### src/rtl/pwm_fade_pkg.sv
// Shared types and helpers for the PWM fade controller: FSM state codes,
// duty width, and saturating 9-bit step arithmetic.
package pwm_fade_pkg;

  localparam int DUTY_W = 8;

  typedef enum logic [2:0] {
    ST_IDLE      = 3'd0,
    ST_RAMP_UP   = 3'd1,
    ST_HOLD_HIGH = 3'd2,
    ST_RAMP_DOWN = 3'd3,
    ST_HOLD_LOW  = 3'd4
  } state_t;

  // Clamped increment; the carry bit keeps a 255+STEP sum from wrapping.
  function automatic logic [DUTY_W-1:0] sat_up(
    input logic [DUTY_W-1:0] val,
    input logic [DUTY_W-1:0] step,
    input logic [DUTY_W-1:0] lim
  );
    logic [DUTY_W:0] sum;
    sum = {1'b0, val} + {1'b0, step};
    return (sum > {1'b0, lim}) ? lim : sum[DUTY_W-1:0];
  endfunction

  // Clamped decrement; compares against lim+step so val-step never underflows.
  function automatic logic [DUTY_W-1:0] sat_down(
    input logic [DUTY_W-1:0] val,
    input logic [DUTY_W-1:0] step,
    input logic [DUTY_W-1:0] lim
  );
    logic [DUTY_W:0] floor_plus;
    floor_plus = {1'b0, lim} + {1'b0, step};
    return ({1'b0, val} < floor_plus) ? lim : val - step;
  endfunction

endpackage

### src/rtl/m_tick_edge.sv
// Synchronous rising-edge detector: pulse is high for the one clk in which
// `in` is high but was low at the previous clk edge.
module m_tick_edge (
  input  logic clk,
  input  logic rst,
  input  logic in,
  output logic pulse
);

  logic in_q;

  // NOTE: sequential state uses non-blocking assignments so every flop samples
  // pre-edge values regardless of block ordering.
  always_ff @(posedge clk) begin
    if (rst) in_q <= 1'b0;
    else     in_q <= in;
  end

  assign pulse = in & ~in_q;

endmodule

### src/rtl/m_pwm_fade_ctrl.sv
// Duty sequencer for an 8-bit PWM: manual up/down stepping in IDLE and an
// auto fade cycle (ramp up, hold, ramp down, hold) paced by slow-tick edges.
// Build option: define PWM_FADE_OUT_EN to drive `pwm` from an internal counter.
module m_pwm_fade_ctrl
  import pwm_fade_pkg::*;
#(
  parameter logic [DUTY_W-1:0] STEP       = 8'd1,
  parameter logic [DUTY_W-1:0] MAX_DUTY   = 8'd255,
  parameter logic [DUTY_W-1:0] MIN_DUTY   = 8'd0,
  parameter logic [DUTY_W-1:0] HOLD_TICKS = 8'd50
) (
  input  logic              clk,
  input  logic              rst,
  input  logic              tick_in,
  input  logic              start,
  input  logic              stop,
  input  logic              repeat_en,
  input  logic              up,
  input  logic              down,
  output logic [DUTY_W-1:0] duty,
  output logic [2:0]        state,
  output logic              busy,
  output logic              cycle_done,
  output logic              pwm
);

  state_t            state_q, state_d;
  logic [DUTY_W-1:0] duty_d;
  logic [DUTY_W-1:0] hold_q, hold_d;
  logic              done_d;
  logic              step;
  logic              hold_exit;
  logic [DUTY_W-1:0] duty_up, duty_dn;

  m_tick_edge u_tick_edge (
    .clk   (clk),
    .rst   (rst),
    .in    (tick_in),
    .pulse (step)
  );

  assign duty_up = sat_up(duty, STEP, MAX_DUTY);
  assign duty_dn = sat_down(duty, STEP, MIN_DUTY);

  // A zero hold length leaves the hold state on the next clk without a step.
  assign hold_exit = (HOLD_TICKS == '0) ||
                     (step && (({1'b0, hold_q} + 9'd1) == {1'b0, HOLD_TICKS}));

  // NOTE: every always_comb output gets a default first so no path infers a latch.
  always_comb begin
    state_d = state_q;
    duty_d  = duty;
    hold_d  = hold_q;
    done_d  = 1'b0;

    if (stop) begin
      state_d = ST_IDLE;
      hold_d  = '0;
    end else begin
      unique case (state_q)
        ST_IDLE: begin
          if (start) begin
            state_d = ST_RAMP_UP;
          end else if (step && up && !down) begin
            duty_d = duty_up;
          end else if (step && down && !up) begin
            duty_d = duty_dn;
          end
        end

        ST_RAMP_UP: begin
          if (step) begin
            duty_d = duty_up;
            if (duty_up == MAX_DUTY) begin
              state_d = ST_HOLD_HIGH;
              hold_d  = '0;
            end
          end
        end

        ST_HOLD_HIGH: begin
          if (hold_exit) begin
            state_d = ST_RAMP_DOWN;
            hold_d  = '0;
          end else if (step) begin
            hold_d = hold_q + 8'd1;
          end
        end

        ST_RAMP_DOWN: begin
          if (step) begin
            duty_d = duty_dn;
            if (duty_dn == MIN_DUTY) begin
              state_d = ST_HOLD_LOW;
              hold_d  = '0;
            end
          end
        end

        ST_HOLD_LOW: begin
          if (hold_exit) begin
            done_d  = 1'b1;
            hold_d  = '0;
            state_d = repeat_en ? ST_RAMP_UP : ST_IDLE;
          end else if (step) begin
            hold_d = hold_q + 8'd1;
          end
        end

        default: begin
          state_d = ST_IDLE;
          hold_d  = '0;
        end
      endcase
    end
  end

  always_ff @(posedge clk) begin
    if (rst) begin
      state_q    <= ST_IDLE;
      duty       <= MIN_DUTY;
      hold_q     <= '0;
      cycle_done <= 1'b0;
    end else begin
      state_q    <= state_d;
      duty       <= duty_d;
      hold_q     <= hold_d;
      cycle_done <= done_d;
    end
  end

  assign state = state_q;
  assign busy  = (state_q != ST_IDLE);

`ifdef PWM_FADE_OUT_EN
  logic [DUTY_W-1:0] pwm_cnt;

  // Free-running compare: full duty (255) still leaves one low clk per period.
  always_ff @(posedge clk) begin
    if (rst) begin
      pwm_cnt <= '0;
      pwm     <= 1'b0;
    end else begin
      pwm_cnt <= pwm_cnt + 8'd1;
      pwm     <= (pwm_cnt < duty);
    end
  end
`else
  assign pwm = 1'b0;
`endif

endmodule

### config.mk
export PLATFORM = sky130hd
export DESIGN_NAME = m_pwm_fade_ctrl
export DESIGN_NICKNAME = d
export VERILOG_FILES = /design/src/rtl/pwm_fade_pkg.sv /design/src/rtl/m_tick_edge.sv /design/src/rtl/m_pwm_fade_ctrl.sv
export SDC_FILE = /design/constraint.sdc
export NUM_CORES = 1
export LEC_CHECK = 0
export BUFFER_PORTS_ARGS = -buffer_cell sky130_fd_sc_hd__buf_4
export CORE_MARGIN = 3
export CORE_UTILIZATION = 46
export CTS_BUF_LIST = sky130_fd_sc_hd__clkbuf_4 sky130_fd_sc_hd__clkbuf_8 sky130_fd_sc_hd__clkbuf_16
export CTS_CLUSTER_DIAMETER = 40
export DETAILED_ROUTE_END_ITERATION = 10
export PLACE_DENSITY = 0.68
export SLEW_MARGIN = 20
export SYNTH_ARGS = -nofsm -noshare
export SYNTH_HDL_FRONTEND = slang
export SYNTH_SLANG_ARGS = --single-unit
### constraint.sdc
create_clock -name clk -period 2.5 [get_ports clk]
set_input_delay 0.25 -clock clk [delete_from_list [all_inputs] [get_ports clk]]
set_output_delay 0.25 -clock clk [all_outputs]
set_load 0.02 [all_outputs]
==> results of run 1 <==
==> power by group through the flow <==
| stage | combinational [mW] | clock (mW) | sequential (mW) |
|---|---|---|---|
| final | 0.183 | 0.177 | 0.351 |
| after global routing | 0.200 | 0.198 | 0.352 |
| after CTS | 0.180 | 0.180 | 0.351 |
| after detailed placement | 0.179 | 0 | 0.358 |
| after global placement | 0.180 | 0 | 0.358 |
| after floorplan | 0.118 | 0 | 0.359 |
==> per-stage QoR <==
step                      util, %  power, mW  instance area [sq um]  worst slack [ns]
after global routing        57.22     0.7504                   1954           0.02485
after detailed placement    56.19     0.5373                   1919            0.1890
after floorplan                 -     0.4765                   1675           0.02410
after global placement      56.19     0.5381                   1919            0.2237
after CTS                   57.00     0.7110                   1947            0.1508
final                       57.22     0.7116                   1954            0.1522
==> per-layer routing <==
metal / vias to the layer above / share of wire [%] / global-route usage (%)
li1: 894 / - / -
met1: 810 / 53 / 32.58
met2: 62 / 40 / 28.62
met3: 7 / 5.9 / 3.571
met4: 0 / 1.1 / 5.584
met5: - / 0 / 0
==> cells by family (layout without fill, tap and decap cells) <==
family	after synthesis	count (layout)
AOI/OAI and AO/OA	65	65
xor gates and xnor gates	4	4
adders and majority gates	5	5
buffers and inverters	27	49
DFF	21	21
muxes	4	4
other	1	1
and+or+nand+nor	102	102
==> worst max-delay path: stages, from the launching register on <==
cell	delay, ns
dfxtp_1	0.34
inv_1	0.06
ha_2	0.22
or4b_4	0.52
nor2b_4	0.14
nor2_2	0.07
or3_4	0.41
o21ai_1	0.28
o221ai_1	0.17
==> worst paths after layout <==
path / from / end / slack [ns] / cells past startpoint
min reg2reg: hold_q[0]$_SDFFE_PP0P_ / hold_q[0]$_SDFFE_PP0P_ / 0.58 / 1
max: duty[1]$_SDFFE_PP0P_ / hold_q[5]$_SDFFE_PP0P_ / 0.15 / 8
min: tick_in / u_tick_edge.in_q$_SDFF_PP0_ / 0.17 / 2
max reg2reg: duty[1]$_SDFFE_PP0P_ / hold_q[5]$_SDFFE_PP0P_ / 0.15 / 8
==> placed cells by master (no fill, tap or decap), drive strengths merged, types with 4 or more instances in the layout <==
| master | instances |
|---|---|
| a21oi | 19 |
| buf | 35 |
| dfxtp | 21 |
| ha | 4 |
| inv | 10 |
| mux2i | 4 |
| nand2 | 23 |
| nand2b | 4 |
| nand3 | 12 |
| nand4 | 7 |
| nor2 | 19 |
| nor2b | 7 |
| nor3 | 8 |
| nor4 | 6 |
| o21ai | 13 |
==> area by class of cell <==
type,count,area share [%]
Sequential cell,21,21.57
Clock inverter,1,0.2561
Clock buffer,3,1.152
Multi-Input combinational cell,181,58.71
Timing Repair Buffer,35,13.44
Tap cell,46,2.945
Inverter,10,1.921
==> sequential cells by signal, indices dropped and copies added, names as in the netlist <==
signal and count:
cycle_done 1, duty 8, hold_q 8, state 3, u_tick_edge.in_q 1
==> results.sh, run 1 <==
export IMPL_port_buffers=20
export IMPL_num_antenna_cells=0
export IMPL_coreArea_sq_um=3416
export IMPL_max_freq_ghz=0.4259
export IMPL_p_switching_uw=230.9
export IMPL_syn_num_nets=241
export IMPL_yosysUniqueCellTypes=58
export IMPL_synth_xor_area_share_pct=2.097
export IMPL_cts_tree="built"
export IMPL_grt_pass1_wl_um=7286
export IMPL_path_clk_slew_ns=0.14
export IMPL_synth_area_leaders="dfxtp_1, a21oi_1, nand2_1"
export IMPL_ys_seq_area_share_pct=25.17
export IMPL_cts_resized=0
export IMPL_grt_pass1_vias=1579
export IMPL_combPwrFrac_pct=25.8
export IMPL_yosys_area_share_simple_pct=34.16
export IMPL_async_flop_share_pct=0
export IMPL_setup_tns_ns=0
export IMPL_synthMuxAreaShare_pct=2.397
export IMPL_hold_violations=0
export IMPL_start_util_pct=48.90
export IMPL_dp_cells=293
export IMPL_power_share_clock_pct=24.9
export IMPL_io_pins=22
export IMPL_cts_sinks=21
export IMPL_wl_per_cell_um=14.47
export IMPL_rows=21
export IMPL_finalHoldWorstSlack_ns=0.1738
export IMPL_worstMarginPinSlew_ns=0.5502
export IMPL_cts_max_path_buffers=2
export IMPL_cts_root_buf="clkbuf_4"
export IMPL_grt_overflow=0
export IMPL_rsz0062_at_grt="false"
export IMPL_gp_congestion=0.9541
export IMPL_synth_top_area_cell="dfxtp_1"
export IMPL_die_h_um=66.26
export IMPL_p_leak_nw=0.7318
export IMPL_dr_total_vias=1773
export IMPL_critPathArrivalTime_ns=2.54
export IMPL_grt_util_all_layers_pct=20.87
export IMPL_die_w_um=66.26
export IMPL_cap_viol_max_count=0
export IMPL_grt_max_degree=14
export IMPL_synth_most_common_cell="nand2_1"
export IMPL_critPathCaptureType="flip-flop"
export IMPL_path_class="reg -> reg"
export IMPL_routed_wl_um=4299
export IMPL_seqCellArea_sq_um=421.7
export IMPL_syn_to_final_growth_pct=17.00
export IMPL_cp_required_ns=2.69
export IMPL_fin_worst_skew_ns=0.01160
export IMPL_avgSynthCellArea_sq_um=7.294
export IMPL_syn_area_sq_um=1670
export IMPL_fillers=351
export IMPL_p_int_uw=480.6
export IMPL_yosysWarnings=0
export IMPL_synth_top_area_share_pct=25.17
export IMPL_drc=0
export IMPL_fin_nets=264
export IMPL_final_cells=297
export IMPL_synth_edf_count=0
export IMPL_final_max_slew_viol_count=0
export IMPL_dieArea_sq_um=4390
export IMPL_synth_flop_cell="dfxtp_1"
export IMPL_peakVddDrop_mv=0.1604
export IMPL_cts_max_level=1
export IMPL_postRouteAntennaNets=0
export IMPL_start_kind="flip-flop"
export IMPL_power_density_nw_per_um2=364.1
export IMPL_synth_seq_cells=21
export IMPL_drt_iter0_drc=185
export IMPL_drive_gt1_share_pct=19.92
export IMPL_cts_hold_buf=0
export IMPL_hold_path_class="in -> reg"
export IMPL_synthAdderAreaFrac_pct=3.596
export IMPL_multi_input_area_sq_um=1147
export IMPL_worst_path_max_fanout=6
export IMPL_synth_compound_area_share_pct=25.62
export IMPL_seqPwrFrac_pct=49.3
export IMPL_syn_inst=229
export IMPL_swShare_pct=32.46
export IMPL_antenna_found_initial=0
export IMPL_period_needed_ns=2.348
export IMPL_cts_setup_buffers=0
export IMPL_period_share_pct=93.91
export IMPL_final_setup_viol_count=0
export IMPL_synth_commonest_cells="nand2_1, dfxtp_1, a21oi_1, nor2_1, clkbuf_1"
export IMPL_insertion_delay_ns=0.32
export IMPL_numCtsBuffers=3
export IMPL_slew_headroom_pct=62.94
export IMPL_vias_per_cell=5.970
export IMPL_firstDrtPassIters=4
export IMPL_synth_top_family_by_area="simple AND/OR/NAND/NOR gates"
export IMPL_dpl_hpwl_um=3201
export IMPL_status="finished, final reports clean"
Power figures use the tool's default switching activity.
==> run 2: changes to the inputs <==
- PLACE_DENSITY: 0.68 -> 0.66
- clock period: 2.5 -> 2.4 ns (I/O delays scaled with it)
==> run 2 against run 1 <==
Fmax rose by 2.4%. First-iteration DRC count fell by 17%. Via count rose by 1.2%. Power rose by 6.5%. Sequential cell count did not move. Routed wire length rose by 5.1%. Register-to-register slack got worse by 0.04 ns. Sequential share of layout area fell by 0.94 points. Core utilization rose by 3.5 points. Die area did not move. Final cell count rose by 3.4%. Critical path type unchanged. Largest power group unchanged. Highest routed layer unchanged.
==> results.sh, run 2 (synthesized netlist as in run 1, its figures left out) <==
export IMPL_holdPathStages=2
export IMPL_drive_gt1_share_pct=24.14
export IMPL_most_common_layout_cells="buf_4, nand2_1, a21oi_1, dfxtp_1, nor2_1"
export IMPL_dr_total_vias=1794
export IMPL_final_setup_viol_count=0
export IMPL_period_needed_ns=2.293
export IMPL_antenna_found_initial=0
export IMPL_cts_max_level=1
export IMPL_fin_util_pct=60.70
export IMPL_dieArea_sq_um=4390
export IMPL_hold_path_end="u_tick_edge.in_q$_SDFF_PP0_"
export IMPL_insertion_delay_ns=0.32
export IMPL_start_kind="flip-flop"
export IMPL_setup_tns_ns=0
export IMPL_cp_required_ns=2.64
export IMPL_reg2reg_slack_ns=0.11
export IMPL_path_class="reg -> reg"
export IMPL_fin_worst_skew_ns=0.01382
export IMPL_r2r_cells=8
export IMPL_grt_overflow=0
export IMPL_coreArea_sq_um=3416
export IMPL_rows=21
export IMPL_cap_viol_max_count=0
export IMPL_io_pins=22
export IMPL_crit_family="simple AND/OR/NAND/NOR gates"
export IMPL_dpl_hpwl_um=3311
export IMPL_worstMarginPinSlew_ns=0.5384
export IMPL_cts_max_path_buffers=2
export IMPL_place_ws_ns=0.1016
export IMPL_r2r_end="state[1]$_SDFFE_PP0P_"
export IMPL_grt_max_degree=15
export IMPL_final_common_cell="buf_4"
export IMPL_grt_util_all_layers_pct=21.72
export IMPL_finalHoldWorstSlack_ns=0.1346
export IMPL_rsz0062_at_grt="false"
export IMPL_routed_wl_um=4519
export IMPL_postRouteAntennaNets=0
export IMPL_num_antenna_cells=0
export IMPL_crit_start="duty[1]$_SDFFE_PP0P_"
export IMPL_seqCellArea_sq_um=427.9
export IMPL_firstDrtPassIters=4
export IMPL_drc=0
export IMPL_p_total_uw=758.1
export IMPL_critPathCaptureType="flip-flop"
export IMPL_numCtsBuffers=3
export IMPL_gp_congestion=0.8212
export IMPL_r2r_start="duty[1]$_SDFFE_PP0P_"
export IMPL_slowest_stage="or4b_4"
export IMPL_cts_root_buf="clkbuf_4"
export IMPL_cts_tree="built"
export IMPL_port_buffers=20
export IMPL_slew_headroom_pct=63.78
export IMPL_worst_path_max_fanout=8
export IMPL_post_dp_cell_area_sq_um=1983
export IMPL_grt_pass1_wl_um=7521
export IMPL_multi_input_area_sq_um=1184
export IMPL_crit_buf_inv=1
export IMPL_cpPeakStageDelay_ns=0.50
export IMPL_vias_per_cell=5.844
export IMPL_wl_per_cell_um=14.72
export IMPL_final_cells=307
export IMPL_syn_to_final_growth_pct=24.12
export IMPL_final_max_slew_viol_count=0
export IMPL_fillers=347
export IMPL_stdcell_area_sq_um=2073
export IMPL_cts_sinks=21
export IMPL_die_w_um=66.26
export IMPL_critPathArrivalTime_ns=2.53
export IMPL_crit_chain="inv_1, ha_4, or4b_4, nor2b_4, nor2_4, or3_4, o31a_1, o21a_1"
export IMPL_peakVddDrop_mv=0.3464
export IMPL_hold_violations=0
export IMPL_grt_pass1_vias=1591
export IMPL_period_share_pct=95.53
export IMPL_dp_cells=298
export IMPL_die_h_um=66.26
export IMPL_max_freq_ghz=0.4361
export IMPL_drt_iter0_drc=154
export IMPL_fin_nets=274
export IMPL_path_clk_slew_ns=0.14
export IMPL_setup_ws_ns=0.1072
export IMPL_power_density_nw_per_um2=365.7
export IMPL_hold_path_class="in -> reg"
export IMPL_status="finished, final reports clean"
export IMPL_min_from="tick_in"
export IMPL_p_leak_nw=0.7944
export IMPL_start_util_pct=48.90
-- run 2: area by class of cell --
type | count | area share (%)
inverter | 10 | 1.810
clock buffer | 3 | 1.086
clock inverter | 1 | 0.3017
sequential | 21 | 20.64
multi-input combinational | 181 | 57.09
timing repair buffer | 45 | 16.29
tap | 46 | 2.776
-- run 2: what timing repair did --
item | CTS | global route
endpoints found under the setup margin | 0 | 7
setup buffers | 0 | 5
resized for setup | 0 | 5
hold buffers | 0 | 0
-- run 2: worst max-delay path by stage --
stage	endpoint	depth (start not counted)
after global placement	state[1]$_SDFFE_PP0P_	8
after floorplan	state[1]$_SDFFE_PP0P_	9
final	state[1]$_SDFFE_PP0P_	8
after detailed placement	state[1]$_SDFFE_PP0P_	8
after CTS	state[1]$_SDFFE_PP0P_	8
after global routing	state[1]$_SDFFE_PP0P_	8
-- run 2: report_power, final --
group | internal (mW) | leakage (nW) | switching (mW)
Combinational | 0.0913 | 0.605 | 0.113
Sequential | 0.354 | 0.171 | 0.0106
Clock | 0.0648 | 0.0183 | 0.125
Total | 0.510 | 0.794 | 0.248
-- run 2: layer usage --
layer  track usage (%)  wire length (um)  share of wire (%)  up-vias
li1                  -                 -                  -      907
met1             33.37              2325                 51      832
met2             30.98              1914                 42       53
met3             4.252               258                5.7        2
met4             3.807                21               0.46        0
met5                 0                 0                  0        -
==> run 3: changes to the inputs <==
- MAX_ROUTING_LAYER: default -> met4
==> run 3 against run 2 <==
First-iteration DRC count rose by 15%. Critical endpoint unchanged. Routed wire length down 0.24%. Sequential power about the same. Largest cell class unchanged. Clock power is essentially flat.
==> results.sh, run 3 (synthesized netlist as in run 1, its figures left out) <==
export IMPL_status="finished, final reports clean"
export IMPL_dpl_hpwl_um=3311
export IMPL_crit_buf_inv=1
export IMPL_crit_start="duty[1]$_SDFFE_PP0P_"
export IMPL_crit_chain="inv_1, ha_4, or4b_4, nor2b_4, nor2_4, or3_4, o31a_1, o21a_1"
export IMPL_critPathArrivalTime_ns=2.53
export IMPL_p_leak_nw=0.7944
export IMPL_critPathCaptureType="flip-flop"
export IMPL_final_max_slew_viol_count=0
export IMPL_crit_family="simple AND/OR/NAND/NOR gates"
export IMPL_fillers=347
export IMPL_period_share_pct=95.53
export IMPL_min_from="tick_in"
export IMPL_hold_path_class="in -> reg"
export IMPL_path_clk_slew_ns=0.14
export IMPL_firstDrtPassIters=4
export IMPL_fin_util_pct=60.70
export IMPL_drc=0
export IMPL_start_kind="flip-flop"
export IMPL_insertion_delay_ns=0.32
export IMPL_cts_max_level=1
export IMPL_final_setup_viol_count=0
export IMPL_start_util_pct=48.90
export IMPL_num_antenna_cells=0
export IMPL_multi_input_area_sq_um=1184
export IMPL_place_ws_ns=0.1016
export IMPL_grt_util_all_layers_pct=22.32
export IMPL_max_freq_ghz=0.4362
export IMPL_cts_root_buf="clkbuf_4"
export IMPL_path_class="reg -> reg"
export IMPL_worstMarginPinSlew_ns=0.5392
export IMPL_routed_wl_um=4508
export IMPL_peakVddDrop_mv=0.3465
export IMPL_hold_path_end="u_tick_edge.in_q$_SDFF_PP0_"
export IMPL_io_pins=22
export IMPL_cts_tree="built"
export IMPL_cp_required_ns=2.64
export IMPL_rows=21
export IMPL_final_common_cell="buf_4"
export IMPL_cts_hold_buf=0
export IMPL_grt_pass1_wl_um=7541
export IMPL_fin_nets=274
export IMPL_wl_per_cell_um=14.68
export IMPL_stdcell_area_sq_um=2073
export IMPL_cpPeakStageDelay_ns=0.50
export IMPL_gp_congestion=0.8336
export IMPL_setup_ws_ns=0.1073
export IMPL_antenna_found_initial=0
export IMPL_finalHoldWorstSlack_ns=0.1355
export IMPL_numCtsBuffers=3
export IMPL_dieArea_sq_um=4390
export IMPL_p_total_uw=757.9
export IMPL_die_h_um=66.26
export IMPL_setup_tns_ns=0
export IMPL_dr_total_vias=1797
export IMPL_vias_per_cell=5.853
export IMPL_drive_gt1_share_pct=24.14
export IMPL_port_buffers=20
export IMPL_cts_max_path_buffers=2
export IMPL_grt_max_degree=15
export IMPL_r2r_start="duty[1]$_SDFFE_PP0P_"
export IMPL_die_w_um=66.26
export IMPL_coreArea_sq_um=3416
export IMPL_postRouteAntennaNets=0
export IMPL_most_common_layout_cells="buf_4, nand2_1, a21oi_1, dfxtp_1, nor2_1"
export IMPL_syn_to_final_growth_pct=24.12
export IMPL_reg2reg_slack_ns=0.11
export IMPL_worst_path_max_fanout=8
export IMPL_power_density_nw_per_um2=365.5
export IMPL_cts_sinks=21
export IMPL_fin_worst_skew_ns=0.01330
export IMPL_rsz0062_at_grt="false"
export IMPL_drt_iter0_drc=177
export IMPL_dp_cells=298
export IMPL_final_cells=307
export IMPL_grt_overflow=0
export IMPL_r2r_end="state[1]$_SDFFE_PP0P_"
export IMPL_grt_pass1_vias=1589
export IMPL_holdPathStages=2
export IMPL_slew_headroom_pct=63.73
export IMPL_period_needed_ns=2.293
export IMPL_slowest_stage="or4b_4"
export IMPL_seqCellArea_sq_um=427.9
export IMPL_cap_viol_max_count=0
export IMPL_r2r_cells=8
export IMPL_hold_violations=0
export IMPL_post_dp_cell_area_sq_um=1983
-- run 3: cell counts in the layout (fill, tap and decap cells not counted) --
No cell type changed its count.
-- run 3: worst reg2reg max path: stages, from the launching register on --
cell     delay (ns)
dfxtp_4        0.39
inv_1          0.10
ha_4           0.17
or4b_4         0.51
nor2b_4        0.17
nor2_4         0.06
or3_4          0.37
o31a_1         0.28
o21a_1         0.17
-- run 3: layout make-up --
class	instances	area share [%]
Clock buffer	3	1.086
Clock inverter	1	0.3017
Inverter	10	1.810
Multi-Input combinational cell	181	57.09
Sequential cell	21	20.64
Tap cell	46	2.776
Timing Repair Buffer	45	16.29
-- run 3: how the worst max path moves through the flow --
stage / depth (start not counted) / to / slack (ns)
after CTS: 8 / state[1]$_SDFFE_PP0P_ / 0.1
after floorplan: 9 / state[1]$_SDFFE_PP0P_ / 0.02
after detailed placement: 8 / state[1]$_SDFFE_PP0P_ / 0.10
after global placement: 8 / state[1]$_SDFFE_PP0P_ / 0.16
after global routing: 8 / state[1]$_SDFFE_PP0P_ / 0.01
final: 8 / state[1]$_SDFFE_PP0P_ / 0.11
-- run 3: power breakdown --
group          internal (mW)  switching, mW
logic                 0.0913          0.113
clock network         0.0648          0.124
registers              0.354         0.0106
total                  0.510          0.248
-- run 3: timing repair --
item,CTS,global route
setup endpoints to repair,0,7
setup buffers,0,5
gates resized for setup,0,5
-- run 3: per-layer routing --
metal  wire (um)  part of all wire, %  vias up  global-route usage, %
met5           0                    0        -                      -
met4          21                 0.47        0                  3.807
met3         328                  7.3        2                  4.252
met2        1896                   42       61                  30.98
met1        2262                   50      828                  33.47
li1            -                    -      906                      -
